File: src/rtl/ysyx_25030081_alu_pkg.sv
// ----------------------------------------------------------------------------
// ysyx_25030081_alu_pkg
// Shared definitions for the integer ALU and its two-port arbiter:
//   - ALU opcode encodings
//   - 1-bit requester id type (REQ_EXU / REQ_AGU)
//   - response-buffer state encoding (EMPTY / FULL)
//   - id_onehot(): requester id -> 2-bit one-hot lane mask
// ----------------------------------------------------------------------------
package ysyx_25030081_alu_pkg;

  localparam logic [3:0] ALU_ADD   = 4'b0000;
  localparam logic [3:0] ALU_SUB   = 4'b1000;
  localparam logic [3:0] ALU_SLL   = 4'b0001;
  localparam logic [3:0] ALU_SLT   = 4'b0010;
  localparam logic [3:0] ALU_SLTU  = 4'b1010;
  localparam logic [3:0] ALU_PASS2 = 4'b0011;
  localparam logic [3:0] ALU_XOR   = 4'b0100;
  localparam logic [3:0] ALU_SRL   = 4'b0101;
  localparam logic [3:0] ALU_SRA   = 4'b1101;
  localparam logic [3:0] ALU_OR    = 4'b0110;
  localparam logic [3:0] ALU_AND   = 4'b0111;

  typedef logic req_id_t;
  localparam req_id_t REQ_EXU = 1'b0;
  localparam req_id_t REQ_AGU = 1'b1;

  typedef enum logic {
    ST_EMPTY = 1'b0,
    ST_FULL  = 1'b1
  } buf_state_t;

  function automatic logic [1:0] id_onehot(input req_id_t id);
    return (id == REQ_AGU) ? 2'b10 : 2'b01;
  endfunction

endpackage

File: src/rtl/ysyx_25030081_alu.sv
// ----------------------------------------------------------------------------
// ysyx_25030081_alu
// Purely combinational 32-bit integer ALU.
// Ports:
//   op   [3:0]  opcode (see ysyx_25030081_alu_pkg)
//   op1, op2    operands
//   ucmp        1: less flag uses unsigned compare, 0: signed compare
//   out         result
//   zero        out == 0
//   less        op1 < op2 (signedness chosen by ucmp)
// ----------------------------------------------------------------------------
module ysyx_25030081_alu
  import ysyx_25030081_alu_pkg::*;
#(
  parameter int DATA_WIDTH = 32
) (
  input  logic [3:0]            op,
  input  logic [DATA_WIDTH-1:0] op1,
  input  logic [DATA_WIDTH-1:0] op2,
  input  logic                  ucmp,
  output logic [DATA_WIDTH-1:0] out,
  output logic                  zero,
  output logic                  less
);

  logic signed [DATA_WIDTH-1:0] op1_s;
  logic signed [DATA_WIDTH-1:0] op2_s;
  logic [4:0]                   shamt;
  logic                         lt_s;
  logic                         lt_u;

  always_comb begin
    op1_s = op1;
    op2_s = op2;
    shamt = op2[4:0];
    lt_s  = (op1_s < op2_s);
    lt_u  = (op1 < op2);
    out   = '0;
    case (op)
      ALU_ADD:   out = op1 + op2;
      ALU_SUB:   out = op1 - op2;
      ALU_SLL:   out = op1 << shamt;
      ALU_SLT:   out = {{(DATA_WIDTH-1){1'b0}}, lt_s};
      ALU_SLTU:  out = {{(DATA_WIDTH-1){1'b0}}, lt_u};
      ALU_PASS2: out = op2;
      ALU_XOR:   out = op1 ^ op2;
      ALU_SRL:   out = op1 >> shamt;
      ALU_SRA:   out = op1_s >>> shamt;
      ALU_OR:    out = op1 | op2;
      ALU_AND:   out = op1 & op2;
      default:   out = '0;
    endcase
    // The less flag follows ucmp regardless of opcode, so SLTU's result and
    // the flag can disagree when ucmp=0.
    less = ucmp ? lt_u : lt_s;
    zero = (out == '0);
  end

endmodule

File: src/rtl/ysyx_25030081_alu_arbiter.sv
// ----------------------------------------------------------------------------
// ysyx_25030081_alu_arbiter
// Shares one ysyx_25030081_alu between requester 0 (EXU) and requester 1
// (branch/AGU) with 2-way round-robin arbitration and a one-entry registered
// response buffer. One operation per cycle is sustained when the owner of
// the buffered result drains it in the same cycle a new op is accepted.
//
// Ports:
//   clk, rst_n               clock, asynchronous active-low reset
//   req_valid[1:0]           per-requester operation valid
//   req_ready[1:0]           per-requester accept (at most one bit set)
//   reqN_op/op1/op2/ucmp     per-requester ALU operation
//   rsp_valid[1:0]           result valid for the owning requester
//   rsp_ready[1:0]           per-requester result consume
//   rsp_out/zero/less        registered result bus shared by both requesters
//
// Optional build macro YSYX_25030081_ALU_ARB_PERF_EN adds perf_grant0,
// perf_grant1 (accept counts) and perf_conflict (cycles with both valid).
// ----------------------------------------------------------------------------
module ysyx_25030081_alu_arbiter
  import ysyx_25030081_alu_pkg::*;
#(
  parameter int DATA_WIDTH = 32,
  parameter int INIT_PRIO  = 0
) (
  input  logic                  clk,
  input  logic                  rst_n,
  input  logic [1:0]            req_valid,
  output logic [1:0]            req_ready,
  input  logic [3:0]            req0_op,
  input  logic [DATA_WIDTH-1:0] req0_op1,
  input  logic [DATA_WIDTH-1:0] req0_op2,
  input  logic                  req0_ucmp,
  input  logic [3:0]            req1_op,
  input  logic [DATA_WIDTH-1:0] req1_op1,
  input  logic [DATA_WIDTH-1:0] req1_op2,
  input  logic                  req1_ucmp,
  output logic [1:0]            rsp_valid,
  input  logic [1:0]            rsp_ready,
  output logic [DATA_WIDTH-1:0] rsp_out,
  output logic                  rsp_zero,
  output logic                  rsp_less
`ifdef YSYX_25030081_ALU_ARB_PERF_EN
  ,
  output logic [31:0]           perf_grant0,
  output logic [31:0]           perf_grant1,
  output logic [31:0]           perf_conflict
`endif
);

  // The pointer holds the last winner, so it resets to the opposite of the
  // requester that should win the first conflict.
  localparam req_id_t LAST_RST = (INIT_PRIO == 0) ? REQ_AGU : REQ_EXU;

  buf_state_t            state_q, state_d;
  req_id_t               owner_q, owner_d;
  req_id_t               last_q,  last_d;
  logic [DATA_WIDTH-1:0] out_q,   out_d;
  logic                  zero_q,  zero_d;
  logic                  less_q,  less_d;

  req_id_t               gnt;
  logic                  can_accept;
  logic                  accept;
  logic                  drain;

  logic [3:0]            alu_op;
  logic [DATA_WIDTH-1:0] alu_op1;
  logic [DATA_WIDTH-1:0] alu_op2;
  logic                  alu_ucmp;
  logic [DATA_WIDTH-1:0] alu_out;
  logic                  alu_zero;
  logic                  alu_less;

  ysyx_25030081_alu #(
    .DATA_WIDTH (DATA_WIDTH)
  ) u_alu (
    .op   (alu_op),
    .op1  (alu_op1),
    .op2  (alu_op2),
    .ucmp (alu_ucmp),
    .out  (alu_out),
    .zero (alu_zero),
    .less (alu_less)
  );

  always_comb begin
    drain      = (state_q == ST_FULL) && rsp_ready[owner_q];
    // Gated by rst_n so nothing is acknowledged while reset is asserted.
    can_accept = rst_n && ((state_q == ST_EMPTY) || rsp_ready[owner_q]);

    if (&req_valid)        gnt = ~last_q;
    else if (req_valid[1]) gnt = REQ_AGU;
    else                   gnt = REQ_EXU;

    req_ready = can_accept ? (req_valid & id_onehot(gnt)) : 2'b00;
    accept    = |req_ready;

    // With no request gnt falls back to EXU, so the ALU sees requester 0.
    if (gnt == REQ_AGU) begin
      alu_op   = req1_op;
      alu_op1  = req1_op1;
      alu_op2  = req1_op2;
      alu_ucmp = req1_ucmp;
    end else begin
      alu_op   = req0_op;
      alu_op1  = req0_op1;
      alu_op2  = req0_op2;
      alu_ucmp = req0_ucmp;
    end

    state_d = state_q;
    owner_d = owner_q;
    last_d  = last_q;
    out_d   = out_q;
    zero_d  = zero_q;
    less_d  = less_q;
    if (accept) begin
      state_d = ST_FULL;
      owner_d = gnt;
      last_d  = gnt;
      out_d   = alu_out;
      zero_d  = alu_zero;
      less_d  = alu_less;
    end else if (drain) begin
      state_d = ST_EMPTY;
    end
  end

  always_ff @(posedge clk or negedge rst_n) begin
    if (!rst_n) begin
      state_q <= ST_EMPTY;
      owner_q <= REQ_EXU;
      last_q  <= LAST_RST;
      out_q   <= '0;
      zero_q  <= 1'b0;
      less_q  <= 1'b0;
    end else begin
      state_q <= state_d;
      owner_q <= owner_d;
      last_q  <= last_d;
      out_q   <= out_d;
      zero_q  <= zero_d;
      less_q  <= less_d;
    end
  end

  assign rsp_valid = (state_q == ST_FULL) ? id_onehot(owner_q) : 2'b00;
  assign rsp_out   = out_q;
  assign rsp_zero  = zero_q;
  assign rsp_less  = less_q;

`ifdef YSYX_25030081_ALU_ARB_PERF_EN
  logic [31:0] perf_grant0_q,   perf_grant0_d;
  logic [31:0] perf_grant1_q,   perf_grant1_d;
  logic [31:0] perf_conflict_q, perf_conflict_d;

  always_comb begin
    perf_grant0_d   = perf_grant0_q   + {31'd0, req_ready[0]};
    perf_grant1_d   = perf_grant1_q   + {31'd0, req_ready[1]};
    perf_conflict_d = perf_conflict_q + {31'd0, &req_valid};
  end

  always_ff @(posedge clk or negedge rst_n) begin
    if (!rst_n) begin
      perf_grant0_q   <= '0;
      perf_grant1_q   <= '0;
      perf_conflict_q <= '0;
    end else begin
      perf_grant0_q   <= perf_grant0_d;
      perf_grant1_q   <= perf_grant1_d;
      perf_conflict_q <= perf_conflict_d;
    end
  end

  assign perf_grant0   = perf_grant0_q;
  assign perf_grant1   = perf_grant1_q;
  assign perf_conflict = perf_conflict_q;
`endif

endmodule

File: config.mk
export PLATFORM = sky130hd
export DESIGN_NAME = ysyx_25030081_alu_arbiter
export DESIGN_NICKNAME = d
export VERILOG_FILES = /design/src/rtl/ysyx_25030081_alu_pkg.sv /design/src/rtl/ysyx_25030081_alu.sv /design/src/rtl/ysyx_25030081_alu_arbiter.sv
export SDC_FILE = /design/constraint.sdc
export NUM_CORES = 1
export LEC_CHECK = 0
export BUFFER_PORTS_ARGS = -buffer_cell sky130_fd_sc_hd__buf_4
export CAP_MARGIN = 40
export CELL_PAD_IN_SITES_DETAIL_PLACEMENT = 2
export CELL_PAD_IN_SITES_GLOBAL_PLACEMENT = 2
export CORE_AREA = 2 2 199 201
export CTS_CLUSTER_SIZE = 16
export DETAILED_ROUTE_END_ITERATION = 8
export DIE_AREA = 0 0 201 203
export GPL_ROUTABILITY_DRIVEN = 0
export GPL_TIMING_DRIVEN = 0
export PLACE_DENSITY = 0.84
export SETUP_SLACK_MARGIN = 0.3
export SLEW_MARGIN = 10
export SYNTH_ARGS = -nofsm -noshare
export SYNTH_HDL_FRONTEND = slang
export SYNTH_HIERARCHICAL = 1
export SYNTH_SLANG_ARGS = --single-unit
File: constraint.sdc
create_clock -name clk -period 6 [get_ports clk]
set_input_delay 0 -clock clk [delete_from_list [all_inputs] [get_ports clk]]
set_output_delay 0 -clock clk [all_outputs]
set_load 0.03 [all_outputs]
== After elaboration in Yosys (flattened, before gate mapping) ==
Index checks and enable logic that the tools add are counted.

* Flip-flop bits (word level): 37
* Input port bits: 144
* Output and inout bits: 38
* Logic and storage cells: 54

* Add/sub/neg operators: 2
* $lt $le $gt $ge: 3
* Equality and inequality tests: 10
* Shifts and indexed selects: 3
* Multiplexer cells: 16
* Bitwise logic cells: 6
* Reduce and logical (&&, ||, !) cells: 8

{| class="wikitable"
|+ Operators with widths
! operator !! count
|-
| $pmux W32 S11 || 1
|-
| $lt A32 B32 Y1 || 2
|-
| $mux W32 || 2
|-
| $add A32 B32 Y32 || 1
|-
| $and A32 B32 Y32 || 1
|-
| $logic_not A32 Y1 || 1
|-
| $or A32 B32 Y32 || 1
|-
| $shl A32 B5 Y32 || 1
|-
| $shr A32 B5 Y32 || 1
|-
| $sshr A32 B5 Y32 || 1
|-
| $sub A32 B32 Y32 || 1
|-
| $xor A32 B32 Y32 || 1
|-
| $eq A4 B3 Y1 const B || 4
|-
| $eq A4 B4 Y1 const B || 3
|-
| $eq A4 B2 Y1 const B || 2
|-
| $mux W1 || 8
|-
| $mux W2 || 4
|-
| $eq A4 B1 Y1 const B || 1
|-
| $logic_not A4 Y1 || 1
|-
| $mux W4 || 1
|-
| $and A2 B2 Y2 || 1
|-
| $logic_and A1 B1 Y1 || 2
|-
| $lt A1 B2 Y1 const B || 1
|-
| $not A1 Y1 || 2
|-
| 4 further kinds || 4
|}

== Logic depth before layout (Yosys ltp) ==
* Depth in word-level cells: 7
* Depth in mapped cells: 22
* Mapped depth without buffers: 17

== Modules after synthesis ==
Netlist, hierarchy kept.

{| class="wikitable"
|+ Modules (own cells, without submodules)
! module !! times used !! cells each !! area each (um2) !! seq. area each (um2)
|-
| ysyx_25030081_alu || 1 || 1470 || 9437.8 || 0.0
|-
| ysyx_25030081_alu_arbiter || 1 || 168 || 2396.0 || 927.1
|}

== Worst setup path before layout ==
OpenSTA, ideal clock, no wires.

* Path kind: register to register
* From: register last_q
* To: register zero_q (netlist: rsp_zero)
* Library setup time: 0.065 ns
* Arrival time: 6.166 ns
* Required time: 5.935 ns
* Setup slack: -0.231 ns
* Cell stages (with the launch flop): 23
* Buffers on the path: 6
* Period minus slack after synthesis: 6.231 ns
* Cells stage by stage: dfstp_2 a21boi_0 buf_2 buf_2 mux2_2 buf_2 inv_2 buf_1 clkbuf_1 buf_1 ha_1 o21ba_1 or4_4 a2111o_1 a211o_1 nand3b_4 a21boi_2 or4_1 a31o_1 or4_1 or4b_1 nor3_2 mux2_4

* Cells in the longest elaborated chain, start to end: 6
* Elaborated cells on any way between the ends: 32

{| class="wikitable"
|+ RTL lines
! item !! line !! RTL
|-
| start, declared || ysyx_25030081_alu_arbiter.sv:57 || <nowiki>req_id_t last_q, last_d;</nowiki>
|-
| start signal, assigned || ysyx_25030081_alu_arbiter.sv:141 || <nowiki>last_q <= last_d;</nowiki>
|-
| $not A1 Y1 (*) || ysyx_25030081_alu_arbiter.sv:92 || <nowiki>if (&req_valid) gnt = ~last_q;</nowiki>
|-
| $mux W1 (*) || ysyx_25030081_alu_arbiter.sv:92 ||
|-
| $mux W32 (*) || ysyx_25030081_alu_arbiter.sv:100 || <nowiki>if (gnt == REQ_AGU) begin</nowiki>
|-
| via alu_op2[2] || ysyx_25030081_alu_arbiter.sv:69 || <nowiki>logic [DATA_WIDTH-1:0] alu_op2;</nowiki>
|-
| $lt A32 B32 Y1 (tied with other cells) || ysyx_25030081_alu.sv:37 || <nowiki>lt_u = (op1 < op2);</nowiki>
|-
| $pmux W32 S11 (*) || ysyx_25030081_alu.sv:39 || <nowiki>case (op)</nowiki>
|-
| via alu_out[0] || ysyx_25030081_alu_arbiter.sv:71 || <nowiki>logic [DATA_WIDTH-1:0] alu_out;</nowiki>
|-
| $logic_not A32 Y1 (*) || ysyx_25030081_alu.sv:56 || <nowiki>zero = (out == '0);</nowiki>
|-
| via alu_zero || ysyx_25030081_alu_arbiter.sv:72 || <nowiki>logic alu_zero;</nowiki>
|-
| end signal, assigned || ysyx_25030081_alu_arbiter.sv:143 || <nowiki>zero_q <= zero_d;</nowiki>
|-
| end, declared || ysyx_25030081_alu_arbiter.sv:59 || <nowiki>logic zero_q, zero_d;</nowiki>
|}

The timed path passes the listed nets; every way through them passes the cells marked *.
A chain may end at the register's enable or synchronous reset.

== Worst setup path after layout ==
* From: register last_q
* To: register zero_q (netlist: rsp_zero)

* Cells in the longest elaborated chain, start to end: 6
* Elaborated cells on any way between the ends: 32

{| class="wikitable"
|+ RTL lines
! item !! line !! RTL
|-
| $not A1 Y1 (*) || ysyx_25030081_alu_arbiter.sv:92 ||
|-
| $mux W1 (*) || ysyx_25030081_alu_arbiter.sv:92 ||
|-
| $mux W32 (*) || ysyx_25030081_alu_arbiter.sv:100 ||
|-
| via alu_op2[1] || ysyx_25030081_alu_arbiter.sv:69 ||
|-
| $sub A32 B32 Y32 (tied with other cells) || ysyx_25030081_alu.sv:41 || <nowiki>ALU_SUB: out = op1 - op2;</nowiki>
|-
| $pmux W32 S11 (*) || ysyx_25030081_alu.sv:39 ||
|-
| via alu_out[25] || ysyx_25030081_alu_arbiter.sv:71 ||
|-
| $logic_not A32 Y1 (*) || ysyx_25030081_alu.sv:56 ||
|-
| via alu_zero || ysyx_25030081_alu_arbiter.sv:72 ||
|}

Marked as above.

==> metrics <==
TritonCTS Buffers 5; post-synthesis sequential area ratio 0.0783; DR pass1 iterations 5; Crit path arrival time between 6 and 7 ns; endpoint type of the worst setup path flop; routed wire length about 80000 µm; flop2flop setup slack -0.15 ns; mean post-synth cell area a little over 7 µm²; CTS Sinks 37; Final Setup Violations 1; synthesized area 11800 µm²; Least-Margin Pin Slew 1.13 ns; # fillers ~4500; initial core utilization 0.308; Critical R2R Launch last_q; Synth Area in Compound Gates 0.313; Fin Hold WS between 0.1 and 0.15 ns; I/O pin cnt 182; register area a little over 900 µm²; Synth-to-Final Area Change 28.1%; number of cells on the critical path 19; Max stage delay cell, worst path a21oi_1; Antenna Nets Post-Route 0; Total Power between 4 and 5 mW; Skew-Pair Late Insertion Delay 0.30 ns; CTS tree built; EDFF count, synth 0; Crit path buffers/inverters 5; worst hold stages 4; Core ar. approximately 38000 µm²; P_int ~1.9 mW; vias in the first global route 16900; Die H between 200 and 250 µm; Slew Limit Fails 0; Sw Pwr 2.72 mW; drt wl/cell ~34 µm; GRT overflow 0; post-synthesis mux area share 0.212; Critical Path Source Type flop; Seq pwr share 0.099; via-per-instance ratio just under 7; GRT Overall Usage 0.371; Crit Path Max Fanout 10; largest family of logic cells by synthesized area compound AO/OA/AOI/OAI gates; Synth top area share 0.103; worst reg2reg path endpoint rsp_zero; Mapped Cells ~1600; pre-CTS WS -1.29 ns; Top Family by Delay on Critical Path compound AO/OA/AOI/OAI gates; Post-Synth XOR/XNOR Area 0.0141; Critical Path Max Stage Delay 0.63 ns; Worst VDD drop between 0.1 and 0.15 mV; simple-gate share of the synthesized area 0.200; global-route wire length before repair around 110000 µm; Synth cell types 94; Net Sw Frac 0.591; max-cap viol count 0; status finished with violations; Synth Net Count around 1900; layout cell share with drive strength beyond 1 0.288; ys async rst share 1.00; largest cells by area after synthesis ha_1 10%, mux2_2 9.9%, dfrtp_1 7.6%; H-tree levels 2; Yosys reg bits 37; Post-Synth Adder-Cell Area 0.106; full die area between 40000 and 50000 µm²; Worst Slack Setup Final -0.151 ns; most common cell after layout, fill and taps aside buf_4; IO Port Bufs about 180; largest net degree at the start of global routing between 40 and 50; Clock Power Share 0.064; cells along the critical path a21boi_2 > buf_6 > buf_12 > mux2_4 > buf_6 > buf_4 > buf_2 > mux2i_2 > nor2_1 > a21oi_1 > nor3_1 > o31ai_2 > o21ai_0 > a221oi_2 > o221ai_1 > nor4b_1 > or4b_4 > nor3_4 > mux2_4; Horiz. Die Dim 201 µm; most frequent cells in the layout 225 x buf_4, 163 x nand2_1, 153 x nor2_1; maximum clock path buffer count 2; hold endpoint owner_q; diodes inserted 0; DP Wirelength about 61000 µm; Multi-input gate area about 10000 µm²; initial antenna violation count 2; failing checks negative setup slack; min Tclk post-route around 6 ns; unrepaired setup endpoints after global routing true; Synth warnings 6; initial drt markers ~2100; cell count of the worst reg-to-reg path 19; clock skew between 0.005 and 0.006 ns; period utilisation layout 1.03; LEAKAGE approximately 6.6 nW; critical path class flop to flop; drc violations 0; share of total power in combinational logic 0.838; Final #Nets between 2000 and 2500; power density cells 303 nW/µm²; Hold WC Path Type primary input to flop; hold path start rsp_ready[1]; Clock transition at path regs approximately 0.06 ns; ys flop type dfrtp_1; # rows slightly above 70; clk root buf clkbuf_16; Worst Path Required 6.24 ns; relative slew slack 0.249; max frequency about 0.16 GHz; Final Hold Viols 0; dominant cell type by area after synthesis ha_1; via count roughly 16000
## worst min-delay path, cell delays in order
cell and delay, ns:
buf_4 0.12, inv_1 0.05, a21o_1 0.10, a32o_1 0.11
## Yosys cell counts (all sizes together), types with 5 or more instances
| cell | count |
|---|---|
| nand2 | 164 |
| nor2 | 154 |
| mux2 | 134 |
| a21oi | 129 |
| o21ai | 113 |
| inv | 103 |
| ha | 97 |
| clkbuf | 79 |
| mux2i | 62 |
| buf | 44 |
| dfrtp | 36 |
| nor3 | 31 |
| o211ai | 30 |
| a211oi | 26 |
| nand3 | 25 |
| o22ai | 25 |
| a22oi | 23 |
| o221ai | 21 |
| a221oi | 20 |
| nor4 | 19 |
| nor2b | 17 |
| a21o | 15 |
| nand2b | 15 |
| xnor2 | 15 |
| mux4 | 12 |
| nand4 | 12 |
| o2111ai | 11 |
| a31oi | 10 |
| and3 | 10 |
| o21a | 10 |
| o31ai | 10 |
| a211o | 9 |
| a21boi | 9 |
| a221o | 9 |
| a2111oi | 8 |
| and2 | 8 |
| or3 | 8 |
| or4 | 7 |
| o21bai | 6 |
| a2111o | 5 |
| a22o | 5 |
| o22a | 5 |
| o311ai | 5 |
| or2 | 5 |
## worst max-delay path by stage
stage	start	endpoint	slack, ns
after floorplan	last_q	rsp_zero	0.33
after global placement	last_q	rsp_zero	-1.32
after detailed placement	last_q	rsp_zero	-1.29
after CTS	last_q	rsp_zero	0.08
after global routing	last_q	rsp_zero	-0.17
final	last_q	rsp_zero	-0.15
## kinds of logic (layout without fill, tap and decap cells)
family | count (synthesis) | in the layout
AO/OA/AOI/OAI | 547 | 547
XOR/XNOR | 19 | 19
adder cells (fa/ha/maj) | 99 | 99
buffers and inverters | 228 | 466
flip-flops | 37 | 37
multiplexers | 208 | 208
AND/OR/NAND/NOR | 500 | 500
## power by group through the flow
| stage | sequential [mW] | clock, mW | combinational, mW |
|---|---|---|---|
| after global placement | 0.434 | 0 | 3.17 |
| after global routing | 0.463 | 0.304 | 3.94 |
| final | 0.454 | 0.292 | 3.85 |
| after floorplan | 0.631 | 0 | 1.82 |
| after detailed placement | 0.451 | 0 | 3.30 |
| after CTS | 0.450 | 0.295 | 3.47 |
## metal layers
layer | GRT usage | share of wire | vias up
met1 | 0.440 | 0.37 | 8073
met2 | 0.580 | 0.43 | 1346
met4 | 0.281 | 0.090 | 4
met5 | 0 | 0.00027 | -
li1 | - | - | 6607
met3 | 0.0905 | 0.11 | 399
## state kept, by name (all words and copies together), names as in the netlist
signal,cells
rsp_less,1
rsp_zero,1
rsp_out,32
owner_q,1
state_q,1
last_q,1
## final cells by class
| class | instances | area share |
|---|---|---|
| plain buffers | 123 | 0.0516 |
| clock buffers | 7 | 0.0101 |
| clock inverters | 1 | 0.000578 |
| inverters | 105 | 0.0282 |
| multi-input cells | 1373 | 0.691 |
| flip-flops and latches | 37 | 0.0612 |
| well taps | 518 | 0.0428 |
| repair buffers | 230 | 0.115 |
## metrics by stage
step	utilization	setup TNS (ns)	instance area (µm²)	std cells
after floorplan	-	0	11800	1638
after global placement	0.360	-6.69	13900	2337
after detailed placement	0.361	-6.88	13900	2343
after CTS	0.382	0	14700	2373
after global routing	0.394	-0.170	15200	2394
final	0.394	-0.151	15200	2394
## repair_timing
item,CTS,global route
setup buffers,21,20
endpoints found under the setup margin,27,2
hold buffers,1,0
gates resized for setup,125,114
cloned,0,0
pin swaps,16,23
endpoints found under the hold margin,36,0
Power figures use the tool's default switching activity.
